`src/rtl/csr_ctrl_pkg.sv`:
```
// csr_ctrl_pkg: shared types and constants for the CSR access initiator.
// FSM state encoding, Zicsr funct3 codes, machine CSR addresses,
// mstatus field positions and the mstatus update helpers for trap entry and MRET.
package csr_ctrl_pkg;

    localparam int XLEN = 32;

    typedef enum logic [3:0] {
        IDLE,
        C_RD,
        C_WR,
        C_RSP,
        T_EPC,
        T_CAUSE,
        T_SRD,
        T_SWR,
        T_VRD,
        M_SRD,
        M_SWR,
        M_ERD,
        REDIR
    } state_t;

    localparam logic [2:0] OP_RW  = 3'b001;
    localparam logic [2:0] OP_RS  = 3'b010;
    localparam logic [2:0] OP_RC  = 3'b011;
    localparam logic [2:0] OP_RWI = 3'b101;
    localparam logic [2:0] OP_RSI = 3'b110;
    localparam logic [2:0] OP_RCI = 3'b111;

    localparam logic [11:0] CSR_MSTATUS = 12'h300;
    localparam logic [11:0] CSR_MIE     = 12'h304;
    localparam logic [11:0] CSR_MTVEC   = 12'h305;
    localparam logic [11:0] CSR_MEPC    = 12'h341;
    localparam logic [11:0] CSR_MCAUSE  = 12'h342;
    localparam logic [11:0] CSR_MIP     = 12'h344;

    localparam int MSTATUS_MIE    = 3;
    localparam int MSTATUS_MPIE   = 7;
    localparam int MSTATUS_MPP_HI = 12;
    localparam int MSTATUS_MPP_LO = 11;

    // Trap entry: stash MIE in MPIE, disable interrupts, record M-mode as previous privilege.
    function automatic logic [XLEN-1:0] trap_mstatus(input logic [XLEN-1:0] s);
        logic [XLEN-1:0] n;
        n = s;
        n[MSTATUS_MPIE] = s[MSTATUS_MIE];
        n[MSTATUS_MIE]  = 1'b0;
        n[MSTATUS_MPP_HI:MSTATUS_MPP_LO] = 2'b11;
        return n;
    endfunction

    // MRET: restore MIE from MPIE and set MPIE.
    function automatic logic [XLEN-1:0] mret_mstatus(input logic [XLEN-1:0] s);
        logic [XLEN-1:0] n;
        n = s;
        n[MSTATUS_MIE]  = s[MSTATUS_MPIE];
        n[MSTATUS_MPIE] = 1'b1;
        return n;
    endfunction

endpackage

```
`src/rtl/csr_ctrl_if.sv`:
```
// csr_ctrl_if: pipeline request/response, trap/MRET events and CSR-file bus.
// slave modport is the controller; master modport is the pipeline plus CSR file.
interface csr_ctrl_if;
    import csr_ctrl_pkg::*;

    logic            req_valid;
    logic            req_ready;
    logic [2:0]      req_op;
    logic [11:0]     req_addr;
    logic [XLEN-1:0] req_rs1;
    logic [4:0]      req_zimm;
    logic            req_rd_zero;
    logic            req_src_zero;
    logic            trap_req;
    logic            mret_req;
    logic [XLEN-1:0] trap_cause;
    logic [XLEN-1:0] trap_pc;
    logic            evt_ack;
    logic            rsp_valid;
    logic [XLEN-1:0] rsp_rdata;
    logic            redirect_valid;
    logic [XLEN-1:0] redirect_pc;
    logic            busy;
    logic            csr_reg_rdpin;
    logic            csr_reg_wrpin;
    logic [XLEN-1:0] csr_addr32;
    logic [XLEN-1:0] csr_wdata;
    logic [XLEN-1:0] csr_pc;
    logic [XLEN-1:0] csr_rdata;

    modport slave (
        input  req_valid, req_op, req_addr, req_rs1, req_zimm, req_rd_zero, req_src_zero,
        input  trap_req, mret_req, trap_cause, trap_pc, csr_rdata,
        output req_ready, evt_ack, rsp_valid, rsp_rdata, redirect_valid, redirect_pc, busy,
        output csr_reg_rdpin, csr_reg_wrpin, csr_addr32, csr_wdata, csr_pc
    );

    modport master (
        output req_valid, req_op, req_addr, req_rs1, req_zimm, req_rd_zero, req_src_zero,
        output trap_req, mret_req, trap_cause, trap_pc, csr_rdata,
        input  req_ready, evt_ack, rsp_valid, rsp_rdata, redirect_valid, redirect_pc, busy,
        input  csr_reg_rdpin, csr_reg_wrpin, csr_addr32, csr_wdata, csr_pc
    );

endinterface

```
`src/rtl/csr_wdata_gen.sv`:
```
// csr_wdata_gen: Zicsr write-data and write-enable for RW/RS/RC and immediate forms.
// RS/RC with a zero source must not write; funct3 000/100 never write.
module csr_wdata_gen
    import csr_ctrl_pkg::*;
(
    input  logic [2:0]      i_op,
    input  logic [XLEN-1:0] i_old,
    input  logic [XLEN-1:0] i_rs1,
    input  logic [4:0]      i_zimm,
    input  logic            i_src_zero,
    output logic [XLEN-1:0] o_wdata,
    output logic            o_we
);

    logic [XLEN-1:0] w_src;

    assign w_src = i_op[2] ? {27'b0, i_zimm} : i_rs1;

    // Select write data from the low funct3 bits; the immediate bit only picks the source.
    always_comb begin
        o_wdata = '0;
        o_we    = 1'b0;
        case (i_op[1:0])
            OP_RW[1:0]: begin
                o_wdata = w_src;
                o_we    = 1'b1;
            end
            OP_RS[1:0]: begin
                o_wdata = i_old | w_src;
                o_we    = ~i_src_zero;
            end
            OP_RC[1:0]: begin
                o_wdata = i_old & ~w_src;
                o_we    = ~i_src_zero;
            end
            default: begin
                o_wdata = '0;
                o_we    = 1'b0;
            end
        endcase
    end

endmodule

```
`src/rtl/csr_ctrl.sv`:
```
// csr_ctrl: sequences Zicsr instructions, trap entry and MRET into single-port
// CSR read/write cycles. Bus strobes, address and write data are registered.
// Build option: CSR_VECTORED_EN enables vectored mtvec for interrupt causes.
module csr_ctrl
    import csr_ctrl_pkg::*;
(
    input  logic     clk,
    input  logic     rst,
    csr_ctrl_if.slave bus
);

    state_t          r_state;
    logic [2:0]      r_op;
    logic [XLEN-1:0] r_rs1;
    logic [4:0]      r_zimm;
    logic            r_src_zero;
    logic [XLEN-1:0] r_old;
    logic [XLEN-1:0] r_cause;
    logic [XLEN-1:0] r_pc;
    logic            r_rdpin;
    logic            r_wrpin;
    logic [11:0]     r_addr;
    logic [XLEN-1:0] r_wdata;
    logic            r_rsp_valid;
    logic [XLEN-1:0] r_rsp_rdata;
    logic            r_redir_valid;
    logic [XLEN-1:0] r_redir_pc;

    logic            w_idle;
    logic            w_rd_supp;
    logic [XLEN-1:0] w_old_next;
    logic [XLEN-1:0] w_gen_wdata;
    logic            w_gen_we;
    logic [XLEN-1:0] w_vec_pc;

    assign w_idle        = (r_state == IDLE);
    assign bus.req_ready = w_idle & ~bus.trap_req & ~bus.mret_req;
    assign bus.evt_ack   = rst & w_idle & (bus.trap_req | bus.mret_req);
    assign bus.busy      = ~w_idle;

    assign bus.csr_reg_rdpin  = r_rdpin;
    assign bus.csr_reg_wrpin  = r_wrpin;
    assign bus.csr_addr32     = {20'b0, r_addr};
    assign bus.csr_wdata      = r_wdata;
    assign bus.csr_pc         = r_pc;
    assign bus.rsp_valid      = r_rsp_valid;
    assign bus.rsp_rdata      = r_rsp_rdata;
    assign bus.redirect_valid = r_redir_valid;
    assign bus.redirect_pc    = r_redir_pc;

    // RW/RWI to x0 skip the read; reserved funct3 codes touch nothing.
    assign w_rd_supp  = (bus.req_op[1:0] == 2'b00) |
                        ((bus.req_op[1:0] == OP_RW[1:0]) & bus.req_rd_zero);
    assign w_old_next = r_rdpin ? bus.csr_rdata : '0;

    csr_wdata_gen u_wdata_gen (
        .i_op       (r_op),
        .i_old      (w_old_next),
        .i_rs1      (r_rs1),
        .i_zimm     (r_zimm),
        .i_src_zero (r_src_zero),
        .o_wdata    (w_gen_wdata),
        .o_we       (w_gen_we)
    );

    // Trap target from the mtvec value on the read bus during T_VRD.
    always_comb begin
        w_vec_pc = {bus.csr_rdata[XLEN-1:2], 2'b00};
`ifdef CSR_VECTORED_EN
        if ((bus.csr_rdata[1:0] == 2'b01) && r_cause[XLEN-1])
            w_vec_pc = {bus.csr_rdata[XLEN-1:2], 2'b00} + {r_cause[XLEN-3:0], 2'b00};
`endif
    end

    // Main sequencer: state plus every registered bus and response output.
    always_ff @(posedge clk or negedge rst) begin
        if (!rst) begin
            r_state       <= IDLE;
            r_op          <= '0;
            r_rs1         <= '0;
            r_zimm        <= '0;
            r_src_zero    <= 1'b0;
            r_old         <= '0;
            r_cause       <= '0;
            r_pc          <= '0;
            r_rdpin       <= 1'b0;
            r_wrpin       <= 1'b0;
            r_addr        <= '0;
            r_wdata       <= '0;
            r_rsp_valid   <= 1'b0;
            r_rsp_rdata   <= '0;
            r_redir_valid <= 1'b0;
            r_redir_pc    <= '0;
        end else begin
            case (r_state)
                IDLE: begin
                    if (bus.trap_req) begin
                        r_state <= T_EPC;
                        r_pc    <= bus.trap_pc;
                        r_cause <= bus.trap_cause;
                        r_wrpin <= 1'b1;
                        r_addr  <= CSR_MEPC;
                        r_wdata <= bus.trap_pc;
                    end else if (bus.mret_req) begin
                        r_state <= M_SRD;
                        r_rdpin <= 1'b1;
                        r_addr  <= CSR_MSTATUS;
                    end else if (bus.req_valid) begin
                        r_state    <= C_RD;
                        r_op       <= bus.req_op;
                        r_rs1      <= bus.req_rs1;
                        r_zimm     <= bus.req_zimm;
                        r_src_zero <= bus.req_src_zero;
                        r_rdpin    <= ~w_rd_supp;
                        r_addr     <= bus.req_addr;
                    end
                end
                C_RD: begin
                    r_state <= C_WR;
                    r_old   <= w_old_next;
                    r_rdpin <= 1'b0;
                    r_wrpin <= w_gen_we;
                    r_wdata <= w_gen_wdata;
                end
                C_WR: begin
                    r_state     <= C_RSP;
                    r_wrpin     <= 1'b0;
                    r_rsp_valid <= 1'b1;
                    r_rsp_rdata <= r_old;
                end
                C_RSP: begin
                    r_state     <= IDLE;
                    r_rsp_valid <= 1'b0;
                end
                T_EPC: begin
                    r_state <= T_CAUSE;
                    r_addr  <= CSR_MCAUSE;
                    r_wdata <= r_cause;
                end
                T_CAUSE: begin
                    r_state <= T_SRD;
                    r_wrpin <= 1'b0;
                    r_rdpin <= 1'b1;
                    r_addr  <= CSR_MSTATUS;
                end
                T_SRD: begin
                    r_state <= T_SWR;
                    r_rdpin <= 1'b0;
                    r_wrpin <= 1'b1;
                    r_wdata <= trap_mstatus(bus.csr_rdata);
                end
                T_SWR: begin
                    r_state <= T_VRD;
                    r_wrpin <= 1'b0;
                    r_rdpin <= 1'b1;
                    r_addr  <= CSR_MTVEC;
                end
                T_VRD: begin
                    r_state       <= REDIR;
                    r_rdpin       <= 1'b0;
                    r_redir_valid <= 1'b1;
                    r_redir_pc    <= w_vec_pc;
                end
                M_SRD: begin
                    r_state <= M_SWR;
                    r_rdpin <= 1'b0;
                    r_wrpin <= 1'b1;
                    r_wdata <= mret_mstatus(bus.csr_rdata);
                end
                M_SWR: begin
                    r_state <= M_ERD;
                    r_wrpin <= 1'b0;
                    r_rdpin <= 1'b1;
                    r_addr  <= CSR_MEPC;
                end
                M_ERD: begin
                    r_state       <= REDIR;
                    r_rdpin       <= 1'b0;
                    r_redir_valid <= 1'b1;
                    r_redir_pc    <= bus.csr_rdata & ~32'h3;
                end
                REDIR: begin
                    r_state       <= IDLE;
                    r_redir_valid <= 1'b0;
                end
                default: begin
                    r_state <= IDLE;
                    r_rdpin <= 1'b0;
                    r_wrpin <= 1'b0;
                end
            endcase
        end
    end

endmodule

```
`src/flat_wrapper.sv`:
```
// flat-port wrapper written by rule: the top's interface ports become plain ports
module csr_ctrl_flat import csr_ctrl_pkg::*;
  (clk, rst, bus_req_valid, bus_req_op, bus_req_addr, bus_req_rs1, bus_req_zimm, bus_req_rd_zero, bus_req_src_zero, bus_trap_req, bus_mret_req, bus_trap_cause, bus_trap_pc, bus_csr_rdata, bus_req_ready, bus_evt_ack, bus_rsp_valid, bus_rsp_rdata, bus_redirect_valid, bus_redirect_pc, bus_busy, bus_csr_reg_rdpin, bus_csr_reg_wrpin, bus_csr_addr32, bus_csr_wdata, bus_csr_pc);
  csr_ctrl_if bus_i ();
  input  logic clk;
  input  logic rst;
  input wire logic [$bits(bus_i.req_valid)-1:0] bus_req_valid;
  input wire logic [$bits(bus_i.req_op)-1:0] bus_req_op;
  input wire logic [$bits(bus_i.req_addr)-1:0] bus_req_addr;
  input wire logic [$bits(bus_i.req_rs1)-1:0] bus_req_rs1;
  input wire logic [$bits(bus_i.req_zimm)-1:0] bus_req_zimm;
  input wire logic [$bits(bus_i.req_rd_zero)-1:0] bus_req_rd_zero;
  input wire logic [$bits(bus_i.req_src_zero)-1:0] bus_req_src_zero;
  input wire logic [$bits(bus_i.trap_req)-1:0] bus_trap_req;
  input wire logic [$bits(bus_i.mret_req)-1:0] bus_mret_req;
  input wire logic [$bits(bus_i.trap_cause)-1:0] bus_trap_cause;
  input wire logic [$bits(bus_i.trap_pc)-1:0] bus_trap_pc;
  input wire logic [$bits(bus_i.csr_rdata)-1:0] bus_csr_rdata;
  output wire logic [$bits(bus_i.req_ready)-1:0] bus_req_ready;
  output wire logic [$bits(bus_i.evt_ack)-1:0] bus_evt_ack;
  output wire logic [$bits(bus_i.rsp_valid)-1:0] bus_rsp_valid;
  output wire logic [$bits(bus_i.rsp_rdata)-1:0] bus_rsp_rdata;
  output wire logic [$bits(bus_i.redirect_valid)-1:0] bus_redirect_valid;
  output wire logic [$bits(bus_i.redirect_pc)-1:0] bus_redirect_pc;
  output wire logic [$bits(bus_i.busy)-1:0] bus_busy;
  output wire logic [$bits(bus_i.csr_reg_rdpin)-1:0] bus_csr_reg_rdpin;
  output wire logic [$bits(bus_i.csr_reg_wrpin)-1:0] bus_csr_reg_wrpin;
  output wire logic [$bits(bus_i.csr_addr32)-1:0] bus_csr_addr32;
  output wire logic [$bits(bus_i.csr_wdata)-1:0] bus_csr_wdata;
  output wire logic [$bits(bus_i.csr_pc)-1:0] bus_csr_pc;
  assign bus_i.req_valid = bus_req_valid;
  assign bus_i.req_op = bus_req_op;
  assign bus_i.req_addr = bus_req_addr;
  assign bus_i.req_rs1 = bus_req_rs1;
  assign bus_i.req_zimm = bus_req_zimm;
  assign bus_i.req_rd_zero = bus_req_rd_zero;
  assign bus_i.req_src_zero = bus_req_src_zero;
  assign bus_i.trap_req = bus_trap_req;
  assign bus_i.mret_req = bus_mret_req;
  assign bus_i.trap_cause = bus_trap_cause;
  assign bus_i.trap_pc = bus_trap_pc;
  assign bus_i.csr_rdata = bus_csr_rdata;
  assign bus_req_ready = bus_i.req_ready;
  assign bus_evt_ack = bus_i.evt_ack;
  assign bus_rsp_valid = bus_i.rsp_valid;
  assign bus_rsp_rdata = bus_i.rsp_rdata;
  assign bus_redirect_valid = bus_i.redirect_valid;
  assign bus_redirect_pc = bus_i.redirect_pc;
  assign bus_busy = bus_i.busy;
  assign bus_csr_reg_rdpin = bus_i.csr_reg_rdpin;
  assign bus_csr_reg_wrpin = bus_i.csr_reg_wrpin;
  assign bus_csr_addr32 = bus_i.csr_addr32;
  assign bus_csr_wdata = bus_i.csr_wdata;
  assign bus_csr_pc = bus_i.csr_pc;
  csr_ctrl u_core (.clk(clk), .rst(rst), .bus(bus_i));
endmodule
```
`config.mk`:
```
export PLATFORM = sky130hd
export DESIGN_NAME = csr_ctrl_flat
export DESIGN_NICKNAME = d
export VERILOG_FILES = /design/src/rtl/csr_ctrl_pkg.sv /design/src/rtl/csr_ctrl_if.sv /design/src/rtl/csr_wdata_gen.sv /design/src/rtl/csr_ctrl.sv /design/src/flat_wrapper.sv
export SDC_FILE = /design/constraint.sdc
export NUM_CORES = 1
export LEC_CHECK = 0
export BUFFER_PORTS_ARGS = -buffer_cell sky130_fd_sc_hd__buf_2
export CORE_MARGIN = 2
export CORE_UTILIZATION = 56
export DETAILED_ROUTE_END_ITERATION = 7
export MAX_ROUTING_LAYER = met4
export PLACE_DENSITY_LB_ADDON = 0.08
export RECOVER_POWER = 25
export SLEW_MARGIN = 0
export SYNTH_ARGS = -nofsm -noshare
export SYNTH_HDL_FRONTEND = slang
export SYNTH_SLANG_ARGS = --single-unit
```
`constraint.sdc`:
```
create_clock -name clk -period 3.06 [get_ports clk]
set_clock_uncertainty 0.2 [all_clocks]
set_input_delay 0.612 -clock clk [delete_from_list [all_inputs] [get_ports clk]]
set_output_delay 0.612 -clock clk [all_outputs]
set_load 0.02 [all_outputs]
```
# ---- Word-level counts from Yosys, hierarchy flattened
# Cells that the tools add are included.
dict set report totals {
  reg_bits 251
  inputBits 155
  out_inout_bits 167
  wordCells 93
}
dict set report op_classes {
  n_eq_ne 20
  mux 22
  bitwise_logic 17
  reduce_logical 18
}
# operator n
set op_table {}
lappend op_table {{case mux 32 bit (5 select lines)} 1}
lappend op_table {{two-way mux 32 bit} 3}
lappend op_table {{case mux 32 bit (3 select lines)} 1}
lappend op_table {{case mux 12 bit (5 select lines)} 1}
lappend op_table {{case mux 4 bit (10 select lines)} 1}
lappend op_table {{two-way mux 12 bit} 3}
lappend op_table {{AND 32 bit} 1}
lappend op_table {{inverter 32 bit} 1}
lappend op_table {{bitwise OR 32 bit} 1}
lappend op_table {{equality test 4 bit, second input constant} 5}
lappend op_table {{equality test 4 x 3 -> 1 bit, second input constant} 4}
lappend op_table {{two-way mux 4 bit} 3}
lappend op_table {{nonzero test 5 bit} 2}
lappend op_table {{equality test 4 x 2 -> 1 bit, second input constant} 2}
lappend op_table {{AND reduction 2 bit} 4}
lappend op_table {{inverter 1 bit} 7}
lappend op_table {{case mux 1 bit (2 select lines)} 3}
lappend op_table {{OR reduction 2 bit} 3}
lappend op_table {{AND 1 bit} 5}
lappend op_table {{OR reduction 5 bit} 1}
lappend op_table {{equality test 2 x 1 -> 1 bit, second input constant} 2}
lappend op_table {{equality test 2 bit, second input constant} 2}
lappend op_table {{equality test 4 x 1 -> 1 bit, second input constant} 1}
lappend op_table {{zero test 4 bit} 1}
lappend op_table {{13 further kinds} 19}

# ---- Logic depth before layout (Yosys ltp)
dict set report depth {
  ltp_word 8
  ltp_mapped 9
  ltp_nobuf 6
}

# ---- Cells and area by module
# A second synthesis with hierarchy kept.
dict set report hier_totals {
  cells_unflattened 1079
  area_unflattened_um2 11695.0
}
# module n_inst cells_each area_per_inst_um2 seq_area_each_um2
set modules_own_cells {}
lappend modules_own_cells {csr_ctrl 1 970 10933.0 6281.0}
lappend modules_own_cells {csr_wdata_gen 1 109 762.0 0.0}

# ---- Worst setup path before layout
# OpenSTA, ideal clock, no wires.
dict set report synth_path {
  kind {register to register}
  startpoint {register u_core.r_state[0]}
  endpoint {register u_core.r_op[0]}
  setup_ns 0.125
  arrival_time_ns 1.990
  required_ns 2.735
  setup_slack_ns 0.745
  path_stages_with_launch 10
  n_path_buf 3
  period_less_slack_ns 2.315
  cell_sequence {dfrtp_1 > buf_2 > or2_1 > buf_2 > nor3_4 > inv_2 > nor3_4 > nand2_2 > buf_6 > mux2_4}
}
dict set report synth_between {
  elab_chain_cells 2
}
# item line
set synth_rtl {}
lappend synth_rtl {{start, declared} csr_ctrl.sv:12} ;# state_t r_state;
lappend synth_rtl {{start signal, assigned} csr_ctrl.sv:78} ;# r_state <= IDLE;
lappend synth_rtl {{start signal, assigned} csr_ctrl.sv:98} ;# r_state <= T_EPC;
lappend synth_rtl {{start signal, assigned} csr_ctrl.sv:105} ;# r_state <= M_SRD;
lappend synth_rtl {{zero test 4 bit} csr_ctrl.sv:95} ;# case (r_state)
lappend synth_rtl {{AND reduction 4 bit (no line)} n/a}
lappend synth_rtl {{end signal, assigned} csr_ctrl.sv:110} ;# r_op <= bus.req_op;
lappend synth_rtl {{end, declared} csr_ctrl.sv:13} ;# logic [2:0] r_op;
# Every way passes these cells.
# A chain may end at the register's enable or synchronous reset.

# ---- Worst setup path after layout
dict set report layout_path {
  startpoint {register u_core.r_state[1]}
  endpoint {output bus_req_ready}
}
dict set report layout_between {
  elab_chain_cells 3
}
# item line
set layout_rtl {}
lappend layout_rtl {{zero test 4 bit} csr_ctrl.sv:36} ;# assign w_idle = (r_state == IDLE);
lappend layout_rtl {{AND 1 bit (2 in series)} csr_ctrl.sv:37} ;# assign bus.req_ready = w_idle & ~bus.trap_req & ~bus.mret_req;
lappend layout_rtl {{end, declared} flat_wrapper.sv:19} ;# output wire logic [$bits(bus_i.req_ready)-1:0] bus_req_ready;
# Every way passes these cells.

==> run summary <==
Pre-antenna DRT Iters: 6
Wire per inst: 19.9 um
Hold WS: 0.110 ns
Final setup vio count: 0
Initial Utilization: 57.3%
H-tree depth: 1
Final ANT Viol Nets: 0
Initial DRC Count: 623
Critical Path Most Common Cell: nor3_4
Startpoint types: register
Slew Limit Headroom: 14.8%
First-pass GRT wire length: 48200 um
Initial antenna violation count: 5
Die Ht: 146 um
Clock Latency Late Sink: 0.53 ns
Core area: 19600 um^2
Avg Inst Size Synth: 11.8 um^2
RSZ-0062 raised after global routing: no
Syn Inst Count: 953
Post-CTS setup buffer count: 0
Status: finished, final reports clean
Yosys warns: 0
Crit Path Class: register to output pin
Critical Path RT: 2.25 ns
Die area: 21200 um^2
Num CTS Buffers: 26
CP peak stage delay: 0.52 ns
Crit-path cells: or2_4 > nor3_4 > inv_2 > nor3_4 > buf_2
CP Max Fanout: 10
GRT Total Usage: 29.3%
Main synth FF type: dfrtp_1
CTS tree: yes
Type of element capturing the critical path: output pin
Number of flops mapped to enable cells by yosys: 0
CTS clk-pin slew, worst paths: 0.06 ns
Number of vias per cell: 5.58
Share of layout cells above drive strength 1: 42.5%
Final wirelength: 30500 um
Synth unique cells: 47
Max Transition Viols Final: 0
GPL Wtd Cong: 0.858
Worst hold stages: 2
Crit-path slowest cell: dfrtp_1
Sink Count: 251
CTS Buffer Depth: 3
R2r startpoint: u_core.r_state[1]
Floorplan die width: 146 um
Hpwl dp: 21100 um
Most frequent cells in the layout: buf_2 (275), dfrtp_1 (250), mux2_2 (128)
Worst slew pin tran: 1.28 ns
Yosys reg bits: 251
Hold Path Sink: u_core.r_rs1[10]
Fmax: 0.345 GHz
Leading cell type in the layout, fill and taps excluded: buf_2
Drt drc: 0
Max_cap viols: 0
Io pins: 322
Via count: 8542
Worst reg2reg endpoint: u_core.bus.redirect_pc[28]
Asr flop ratio synth: 100%
Data arrival, critical path: 2.09 ns
Maximum vdd drop: 0.000704 V
Vias in the first global route: 8776
Post-Syn Area: 11200 um^2
Power Density: 1170 nW/um^2
# rows: 51
Fin Setup TNS: 0 ns
FF-to-FF path depth: 6
Seq/Total Area, Yosys: 56.0%
Area growth syn-to-layout: 23.9%
Root Buffer: clkbuf_16
Hold WC Path Type: input pin to register
Leak: 6.80 nW
Final period util: 94.8%
Congestion Overflow GR: 0
Hold_sp: bus_req_rs1[10]
# fillers: 1528
Final hold vios: 0
IO Port Bufs: 299
Final #Nets: 1395
Final min period: 2.90 ns
Worst R2R Setup Slack: 0.28 ns
Largest net degree at the start of global routing: 93
-- logic make-up (layout without fill, tap and decap cells) --
group	after synthesis	after routing	synth area share, %
compound gates	145	145	8.88
xor+xnor	1	1	0.0781
buf+inv	107	393	4.83
flops	251	251	56.0
mux	176	176	18.9
other cells	1	28	0.0334
simple gates	272	272	11.3
-- power breakdown --
group	total [W]	switching, W	internal, W
registers	0.00582	0.000925	0.00490
clock network	0.00336	0.00130	0.00207
logic	0.00710	0.00415	0.00294
total	0.0163	0.00638	0.00991
-- metrics by stage --
step	setup WS, ns	cells	util [%]	area, um^2	total power (W)
4_1_cts	0.0550	1525	71.1	13900	0.0164
6_report	0.158	1531	70.9	13900	0.0163
2_1_floorplan	0.745	974	-	11300	0.0105
3_3_place_gp	0.493	1476	66.3	13000	0.0128
3_5_place_dp	0.426	1476	66.3	13000	0.0130
5_1_grt	0.0469	1531	70.9	13900	0.0172
-- registers in the layout (all words and copies together), names as in the netlist, 3 cells and up --
signal and flops:
u_core.r_cause 32, u_core.r_old 32, u_core.r_state 4, u_core.r_rs1 32, u_core.bus.redirect_pc 30, u_core.r_op 3
u_core.bus.rsp_rdata 32, u_core.bus.csr_wdata 32, u_core.r_zimm 5, u_core.r_addr 12, u_core.bus.csr_pc 32
-- what timing repair did --
item / CTS / global route
endpoints found under the hold margin: 40 / 0
hold buffers: 1 / 0
endpoints found under the setup margin: 0 / 1
resized for setup: 0 / 1
-- cell usage after synthesis (all sizes together) (2+ instances only) --
library cell | number | area share, %
nand3 | 64 | 2.9
inv | 18 | 0.60
a222oi | 29 | 2.6
nor3 | 7 | 0.51
o22a | 5 | 0.39
a211oi | 3 | 0.20
a22oi | 4 | 0.27
o21ai | 45 | 2.0
nor2 | 55 | 1.9
o22ai | 5 | 0.33
and2 | 2 | 0.11
mux2 | 168 | 18
clkbuf | 39 | 1.3
nand2 | 101 | 3.4
or2 | 4 | 0.22
buf | 50 | 2.9
mux2i | 8 | 0.71
and3 | 4 | 0.22
a21oi | 12 | 0.54
nand2b | 31 | 1.7
a32oi | 2 | 0.16
a31oi | 34 | 1.9
dfrtp | 251 | 56
-- per-layer routing --
| layer | global-route usage [%] | vias to the layer above | share of wire, % | routed length [um] |
|---|---|---|---|---|
| met2 | 47.6 | 332 | 49 | 15000 |
| met4 | 8.87 | 0 | 2.5 | 752 |
| li1 | - | 3927 | - | - |
| met5 | - | - | 0 | 0 |
| met3 | 4.98 | 51 | 6.3 | 1920 |
| met1 | 38.3 | 4232 | 42 | 12800 |
-- how the worst max path moves through the flow --
stage,from,end,slack (ns),depth (start not counted)
after floorplan,u_core.r_state[0],u_core.r_op[0],0.74,9
after global placement,u_core.r_state[1],u_core.r_op[2],0.49,7
after detailed placement,u_core.r_state[1],u_core.r_op[2],0.43,7
after CTS,u_core.r_state[1],bus_req_ready,0.05,5
after global routing,u_core.r_state[1],bus_req_ready,0.05,5
final,u_core.r_state[1],bus_req_ready,0.16,5
-- critical path, delay by kind of cell, from the launching register on --
| kind | cells | cell delay (ns) |
|---|---|---|
| buf+inv | 2 | 0.31 |
| simple gates | 3 | 0.74 |
| flops | 1 | 0.52 |
-- layout make-up --
cell class	instances	area, um^2	share of cell area, %
diodes	6	15.0	0.108
clock buffers	35	756	5.44
clock inverters	13	170	1.22
inverters	18	67.6	0.486
multi-input cells	616	4540	32.7
flip-flops and latches	251	6280	45.2
well taps	265	332	2.39
repair buffers	327	1730	12.5
Note: power is estimated with default switching activity, not from simulation.
